===== src/rtl/ddc_pkg.sv =====
// Shared types and constants for the DDC MAC arbiter slice.
package ddc_pkg;

   typedef enum logic {
      IDLE = 1'b0,
      RUN  = 1'b1
   } state_t;

   localparam int NREQ_MIN = 2;
   localparam int NREQ_MAX = 8;

   // Round-robin successor of a channel index, wrapping n-1 back to 0.
   function automatic int wrap_next(input int idx, input int n);
      return (idx >= n - 1) ? 0 : idx + 1;
   endfunction

endpackage


===== src/rtl/ddc_rr_pick.sv =====
// Combinational round-robin selector: first pending channel at or after ptr.
module ddc_rr_pick #(
   parameter int NREQ = 4,
   parameter int IW   = $clog2(NREQ)
) (
   input  logic [NREQ-1:0] pending,
   input  logic [IW-1:0]   ptr,
   output logic [NREQ-1:0] winner,
   output logic [IW-1:0]   winner_idx
);

   int            sum;
   logic [IW-1:0] cand;

   // Scan from the farthest offset down so the closest pending channel to ptr wins.
   always_comb begin
      winner     = '0;
      winner_idx = '0;
      sum        = 0;
      cand       = '0;
      for (int k = NREQ - 1; k >= 0; k--) begin
         sum = int'(ptr) + k;
         if (sum >= NREQ) begin
            sum = sum - NREQ;
         end
         cand = IW'(sum);
         if (pending[cand]) begin
            winner       = '0;
            winner[cand] = 1'b1;
            winner_idx   = cand;
         end
      end
   end

endmodule


===== src/rtl/ddc_mac_arbiter.sv =====
// Round-robin arbiter sharing one MAC among NREQ filter channels.
// Optional sticky overrun flags are built when DDC_ARB_OVERRUN_EN is defined.
module ddc_mac_arbiter
   import ddc_pkg::*;
#(
   parameter int NREQ      = 4,
   parameter int OP_CYCLES = 8
) (
   input  logic                         clk,
   input  logic                         rst_n,
   input  logic                         en,
   input  logic [NREQ-1:0]              req,
   input  logic                         ovr_clr,
   output logic [NREQ-1:0]              grant,
   output logic                         start,
   output logic [$clog2(OP_CYCLES)-1:0] op_idx,
   output logic                         mac_last,
   output logic [NREQ-1:0]              done,
   output logic                         busy,
   output logic [NREQ-1:0]              overrun
);

   localparam int              OW       = $clog2(OP_CYCLES);
   localparam int              IW       = $clog2(NREQ);
   localparam logic [OW-1:0]   LAST_IDX = OW'(OP_CYCLES - 1);

   if (NREQ < NREQ_MIN || NREQ > NREQ_MAX) begin : g_bad_nreq
      $error("ddc_mac_arbiter: NREQ out of range 2..8");
   end
   if (OP_CYCLES < 2 || OP_CYCLES > 256) begin : g_bad_ops
      $error("ddc_mac_arbiter: OP_CYCLES out of range 2..256");
   end

   state_t          state;
   logic [NREQ-1:0] pending;
   logic [NREQ-1:0] pick;
   logic [NREQ-1:0] take;
   logic [IW-1:0]   ptr;
   logic [IW-1:0]   pick_idx;
   logic            start_q;
   logic            at_last;
   logic            launch;

   ddc_rr_pick #(
      .NREQ(NREQ),
      .IW  (IW)
   ) u_pick (
      .pending   (pending),
      .ptr       (ptr),
      .winner    (pick),
      .winner_idx(pick_idx)
   );

   // A new job launches from IDLE or straight out of the last tap, so jobs chain without gaps.
   assign at_last = (state == RUN) && (op_idx == LAST_IDX);
   assign launch  = (|pending) && ((state == IDLE) || at_last);
   assign take    = launch ? pick : '0;

   // Pending bits use set-wins so a sample arriving on the grant edge is not lost.
   always_ff @(posedge clk) begin
      if (!rst_n) begin
         state   <= IDLE;
         pending <= '0;
         grant   <= '0;
         op_idx  <= '0;
         ptr     <= '0;
         start_q <= 1'b0;
      end else if (en) begin
         pending <= (pending & ~take) | req;
         start_q <= 1'b0;
         if (launch) begin
            state   <= RUN;
            grant   <= pick;
            op_idx  <= '0;
            ptr     <= IW'(wrap_next(int'(pick_idx), NREQ));
            start_q <= 1'b1;
         end else begin
            unique case (state)
               IDLE: begin
                  grant  <= '0;
                  op_idx <= '0;
               end
               RUN: begin
                  if (at_last) begin
                     state  <= IDLE;
                     grant  <= '0;
                     op_idx <= '0;
                  end else begin
                     op_idx <= op_idx + 1'b1;
                  end
               end
               default: begin
                  state <= IDLE;
               end
            endcase
         end
      end
   end

   assign busy     = (state == RUN);
   assign start    = start_q & en & rst_n;
   assign mac_last = at_last & en & rst_n;
   assign done     = grant & {NREQ{mac_last}};

`ifdef DDC_ARB_OVERRUN_EN
   // A sample is lost only if its predecessor is still waiting and not being taken this edge.
   always_ff @(posedge clk) begin
      if (!rst_n) begin
         overrun <= '0;
      end else if (en) begin
         if (ovr_clr) begin
            overrun <= '0;
         end else begin
            overrun <= overrun | (req & pending & ~take);
         end
      end
   end
`else
   logic unused_ovr_clr;
   assign unused_ovr_clr = ovr_clr;
   assign overrun        = '0;
`endif

endmodule

===== config.mk =====
export PLATFORM = sky130hd
export DESIGN_NAME = ddc_mac_arbiter
export DESIGN_NICKNAME = d
export VERILOG_FILES = /design/src/rtl/ddc_pkg.sv /design/src/rtl/ddc_rr_pick.sv /design/src/rtl/ddc_mac_arbiter.sv
export SDC_FILE = /design/constraint.sdc
export NUM_CORES = 1
export LEC_CHECK = 0
export BUFFER_PORTS_ARGS = -buffer_cell sky130_fd_sc_hd__buf_2
export CORE_MARGIN = 5
export CORE_UTILIZATION = 40
export CTS_BUF_LIST = sky130_fd_sc_hd__clkbuf_8
export DETAILED_ROUTE_END_ITERATION = 10
export MAX_ROUTING_LAYER = met4
export PLACE_DENSITY = 0.73
export SYNTH_ARGS = -nofsm -noshare
export SYNTH_HDL_FRONTEND = slang
export SYNTH_SLANG_ARGS = --single-unit

===== constraint.sdc =====
create_clock -name clk -period 3.2 [get_ports clk]
set_input_delay 0.16 -clock clk [delete_from_list [all_inputs] [get_ports clk]]
set_output_delay 0.16 -clock clk [all_outputs]
set_load 0.02 [all_outputs]

==> results of run 1 <==
==> area by class of cell <==
| type | count | area [um2] | area share, % |
|---|---|---|---|
| clock buffer | 3 | 41.3 | 3.28 |
| inverter | 5 | 18.8 | 1.49 |
| multi-input combinational | 100 | 739 | 58.7 |
| timing repair buffer | 22 | 115 | 9.15 |
| tap | 31 | 38.8 | 3.08 |
| sequential | 15 | 300 | 23.9 |
| clock inverter | 1 | 5.00 | 0.398 |
==> synthesized netlist by cell type (all sizes together) <==
master / count
xnor2: 1
o21a: 1
mux2: 1
and2: 8
a31oi: 2
and3: 2
conb: 1
buf: 8
inv: 5
and4: 1
mux4: 3
a32o: 3
o22ai: 1
o311ai: 1
nand2b: 3
nor2b: 2
or2b: 1
a31o: 1
a221oi: 4
clkbuf: 1
nand2: 10
a21boi: 2
nor2: 11
nand3: 1
dfxtp: 15
a311o: 1
o211ai: 2
mux2i: 6
o21ai: 7
nor4: 1
nor3: 1
a21oi: 6
o211a: 1
o31ai: 3
ha: 9
==> metal layers <==
layer  vias up  track usage (%)  routed length (um)
met5         -                -                   0
met4         0             4.51                  39
met3         6             4.50                 129
met2        23             23.3                1200
met1       457             14.8                1090
li1        497                -                   -
==> sequential cells by signal, indices dropped and copies added, names as in the netlist <==
register and flops:
grant 4, pending 4, start_q 1, busy 1
ptr 2, op_idx 3
==> kinds of logic after synthesis <==
group	Yosys count
buffers and inverters	14
other	1
flip-flops	15
AND/OR/NAND/NOR	41
XOR/XNOR	1
multiplexers	10
AO/OA/AOI/OAI	35
adder cells (fa/ha/maj)	9
==> power by group through the flow <==
| stage | Combinational [uW] | Sequential, uW | Clock, uW |
|---|---|---|---|
| final | 391 | 247 | 152 |
| after global routing | 438 | 252 | 169 |
| after CTS | 393 | 247 | 157 |
| after detailed placement | 391 | 251 | 0 |
| after global placement | 371 | 248 | 0 |
| after floorplan | 309 | 250 | 0 |
==> through the flow <==
step | cell area [um2] | hold WS (ns)
6_report | 1260 | 0.253
5_1_grt | 1260 | 0.265
4_1_cts | 1260 | 0.250
3_5_place_dp | 1210 | 0.474
3_3_place_gp | 1210 | 0.458
2_1_floorplan | 1120 | 0.314
==> worst paths after layout <==
path	start	cells after the start	slack, ns	to
worst max register to register	ptr[1]	8	0.35	ptr[1]
worst max-delay path	ptr[1]	8	0.35	ptr[1]
worst min register to register	grant[2]	1	0.48	grant[2]
worst min-delay path	req[3]	3	0.25	pending[3]
==> worst reg2reg max path, cell delays in order, from the launching register on <==
cell,delay (ns)
dfxtp_1,0.52
inv_1,0.21
ha_1,0.43
mux4_2,0.61
inv_1,0.17
a21oi_1,0.08
mux2_2,0.32
a311o_1,0.27
o211a_1,0.12
==> impl_metrics.yaml, run 1 <==
setup_path:
  required_ns: 3.34
  slowest_delay_ns: 0.61
  end_kind: "flop"
  crit_fanout: 8
  path_delay_family: "multiplexers"
  critical_path_class: "flop to flop"
  crit_chain: "inv_1 -> ha_1 -> mux4_2 -> inv_1 -> a21oi_1 -> mux2_2 -> a311o_1 -> o211a_1"
  arrival_ns: 2.99
  worst-path-buf-inv: 2
  crit_slowest_cell: "mux4_2"
  critPathMostFrequentCell: "inv_1"
  startpoint_type: "flop"
clocking:
  cts_resized: 0
  clockBufferDepth: 2
  cts_num_sinks: 15
  path_clk_slew_ns: 0.06
  cts_setup_buffers: 0
  cts_tree: "yes"
  ctsHoldBuffers: 0
  ctsHtreeMaxLevel: 1
  cts_buffers: 3
  insertion_delay_ns: 0.25
  cts-root-buf: "clkbuf_8"
synthesis:
  yosys_warnings: 0
  ys_types: 40
  yosys.area_share.simple_pct: 19.2
  synth_compound_area_share_pct: 22.2
  synthMuxAreaShare_pct: 12.8
  avgSynthCellArea_um2: 8.83
  synthTopCellsByArea: "dfxtp_1 (27%), ha_1 (10%), mux2i_1 (5.4%)"
  synth_xor_area_share_pct: 0.787
  synth.cell_area_um2: 1110
  synth_fa_ha_area_share_pct: 10.1
  ys_seq_area_share_pct: 27.0
  yosysTopAreaCellShare_pct: 27.0
  synthCells: 126
  synth_top_family_by_area: "compound AO/OA/AOI/OAI gates"
  ys_ff_latch: 15
  yosysTopAreaCell: "dfxtp_1"
die:
  coreArea_um2: 2710
  rows: 19
  die_area_um2: 3940
  die_y_um: 62.7
  num_io_pins: 26
  initial_core_util_pct: 41.0
  die_x_um: 62.7
pwr:
  pwr-share-seq_pct: 31.3
  leakagePower_uw: 0.000563
  power_density_nw_per_um2: 628
  pwr-share-clk_pct: 19.3
  switching_power_uw: 325
  power_uw: 791
  peakVddDrop_uv: 394
  switching_share_pct: 41.1
  power_frac_comb_pct: 49.5
  power.internal_uw: 466
sta:
  finalHoldViolCount: 0
  slew_viol_final: 0
  fin_worst_skew_ns: 0.000606
  final.setup.tns_ns: 0
  rsz0062_at_grt: "false"
  slew_headroom_pct: 55.2
  fin_ws_ns: 0.354
  worst_slew_pin_slew_ns: 0.654
  finalSetupViolations: 0
  timing.fmax_mhz: 351
  post-route-period-util_pct: 88.9
  min_period_ns: 2.85
placed_design:
  placedCellCount: 173
  place_ws_ns: 0.368
  portBuffers: 20
  dpl.hpwl_um: 1950
  finalWeightedCongestion: 0.799
cells_and_area:
  utilization_pct: 46.4
  final-instance-count-excl-fill: 177
  syn_to_final_growth_pct: 13.2
  fill_cells: 276
  antenna_cells: 0
  layout_common_cells: "buf_2 (20), dfxtp_1 (15), nor2_1 (11)"
  drive_gt1_share_pct: 21.9
  mostFrequentLayoutCell: "buf_2"
  num-nets-final: 164
detailed_routing:
  vias: 983
  wire_per_inst_um: 13.9
  dr.pass1.iters: 4
  wirelength_um: 2460
  drt_iter0_markers: 15
  routed_via_density: 5.55
  drc: 0
  ant_nets: 0
grt:
  grt_max_degree: 18
  grt_usage_pct: 13.6
  first_global_vias: 993
  grt_antenna_before_repair: 0
  grt_pass1_wl_um: 4310
  grt_overflow: 0
min_path:
  hold_path.class: "input port to flop"
status:
  status: "complete, no violations"
flow_run:
  maxCapViolations: 0
Power figures use the tool's default switching activity.
==> inputs of run 2 (changes only) <==
--- a/config.mk
+++ b/config.mk
@@ -11,7 +11,8 @@
 export CTS_BUF_LIST = sky130_fd_sc_hd__clkbuf_8
 export DETAILED_ROUTE_END_ITERATION = 10
 export MAX_ROUTING_LAYER = met4
-export PLACE_DENSITY = 0.73
+export PLACE_DENSITY = 0.72
 export SYNTH_ARGS = -nofsm -noshare
 export SYNTH_HDL_FRONTEND = slang
+export SYNTH_HIERARCHICAL = 1
 export SYNTH_SLANG_ARGS = --single-unit
==> impl_metrics.yaml, run 2 <==
status:
  status: "complete, no violations"
setup_path:
  crit_fanout: 7
  worst-path-buf-inv: 1
  crit_slowest_cell: "mux4_2"
  critical_path_class: "flop to flop"
  path_delay_family: "adder cells"
  startpoint_type: "flop"
  slowest_delay_ns: 0.53
  required_ns: 3.38
  arrival_ns: 2.78
  end_kind: "flop"
  crit_chain: "inv_1 -> ha_1 -> mux4_2 -> and2b_1 -> o21ai_0 -> o21ai_0 -> ha_1 -> or3_1 -> mux2i_1"
sta:
  slew_viol_final: 0
  post-route-period-util_pct: 81.2
  min_period_ns: 2.60
  final.setup.tns_ns: 0
  finalHoldViolCount: 0
  timing.fmax_mhz: 385
  finalSetupViolations: 0
  fin_worst_skew_ns: 0.00218
  rsz0062_at_grt: "false"
synthesis:
  synth_xor_area_share_pct: 0
  ys_seq_area_share_pct: 24.3
  synth_fa_ha_area_share_pct: 11.1
  synthTopCellsByArea: "dfxtp_1 (24%), ha_1 (11%), nand2_1 (5.8%)"
  yosys_warnings: 6
  synth_edf_count: 0
  ys_async_sr_fraction_pct: 0
  ys_top_cells_by_count: "nand2_1 (19), nor2_1 (16), dfxtp_1 (15)"
  avgSynthCellArea_um2: 8.30
  synth.most_common_cell: "nand2_1"
  ys_ff_latch: 15
  synth_top_flop_cell: "dfxtp_1"
  synth_compound_area_share_pct: 18.6
  synth.cell_area_um2: 1240
  synth_top_family_by_area: "simple AND/OR/NAND/NOR gates"
  synthMuxAreaShare_pct: 11.4
  yosysTopAreaCellShare_pct: 24.3
  ys_types: 40
  yosysTopAreaCell: "dfxtp_1"
  synthCells: 149
  yosys.area_share.simple_pct: 26.1
detailed_routing:
  vias: 1137
  wirelength_um: 2900
  drc: 0
  ant_nets: 0
  drt_iter0_markers: 54
  wire_per_inst_um: 14.5
  routed_via_density: 5.69
  dr.pass1.iters: 4
placed_design:
  place_area_um2: 1330
  finalWeightedCongestion: 0.866
  placedCellCount: 196
  portBuffers: 20
  dpl.hpwl_um: 2140
pwr:
  power_uw: 726
  peakVddDrop_uv: 148
  leakagePower_uw: 0.000612
  power_density_nw_per_um2: 528
clocking:
  cts_num_sinks: 15
  ctsHtreeMaxLevel: 1
  cts_tree: "yes"
  cts_buffers: 3
  cts-root-buf: "clkbuf_8"
  ctsHoldBuffers: 0
  insertion_delay_ns: 0.24
  path_clk_slew_ns: 0.06
  cts_setup_buffers: 0
  cts_resized: 0
  clockBufferDepth: 2
die:
  die_y_um: 65.6
  die_x_um: 65.6
  coreArea_um2: 3000
  num_io_pins: 26
  die_area_um2: 4310
  initial_core_util_pct: 41.2
  rows: 20
cells_and_area:
  num-nets-final: 187
  layout_common_cells: "buf_2 (20), nand2_1 (19), nor2_1 (16)"
  top_regs: "grant: 4 flops, pending: 4 flops, op_idx: 3 flops"
  syn_to_final_growth_pct: 11.1
  mostFrequentLayoutCell: "buf_2"
  fill_cells: 293
  final-instance-count-excl-fill: 200
  antenna_cells: 0
  drive_gt1_share_pct: 22.2
  final_area_um2: 1380
grt:
  grt_pass1_wl_um: 4810
  grt_antenna_before_repair: 0
  grt_overflow: 0
  first_global_vias: 1048
  grt_max_degree: 21
  grt_usage_pct: 14.2
min_path:
  hold_path.class: "input port to flop"
flow_run:
  maxCapViolations: 0
-- run 2: cell types whose count changed after synthesis, sizes merged, moves of 3 or more --
cell and change:
a21oi +5, a311oi +5, a32o -3, and2 -3, nand2 +9, nand3 +4, nor2 +5, o21ai -3
o22ai +4, o31ai -3
-- run 2: worst min-delay path, delay by kind of cell --
family	cells	cell delay [ns]
buf+inv	1	0.10
compound gates	1	0.08
simple gates	1	0.05
-- run 2: area by class of cell --
cell class	count	area (um2)	share of cell area (%)
tap	33	41.3	3.00
inverter	7	26.3	1.91
multi-input combinational	119	847	61.6
clock inverter	1	3.75	0.273
sequential	15	300	21.8
timing repair buffer	22	115	8.37
clock buffer	3	41.3	3.00
-- run 2: worst paths after layout --
path | start | end | slack [ns] | depth (start not counted)
setup / recovery | ptr[1] | ptr[0] | 0.60 | 9
hold / removal | req[3] | pending[3] | 0.20 | 3
setup reg to reg | ptr[1] | ptr[0] | 0.60 | 9
hold reg to reg | grant[0] | grant[0] | 0.47 | 2
-- run 2: logic make-up after synthesis --
kind of cell,Yosys count
AOI/OAI and AO/OA,34
muxes,10
DFF,15
and+or+nand+nor,60
other,1
buffers and inverters,18
adders and majority gates,11
-- run 2: power breakdown --
part           switching [uW]  internal (uW)  total [uW]
registers                24.5            207         231
clock network            63.2           84.8         148
logic                     207            141         347
-- run 2: layer usage --
layer  up-vias  global-route usage (%)  wire length (um)
met5         -                       -                 0
met4         0                    5.44                40
met3         6                    1.71               110
met2        26                    24.2              1410
met1       540                    17.1              1340
li1        565                       -                 -
-- run 2: metrics by stage --
step / worst slack [ns] / hold slack (ns) / utilization [%]
finish: 0.601 / 0.203 / 45.8
global route: 0.354 / 0.203 / 45.8
CTS: 0.602 / 0.203 / 45.8
detailed placement: 0.617 / 0.461 / 44.3
global placement: 0.693 / 0.456 / 44.3
floorplan: 0.302 / 0.311 / -
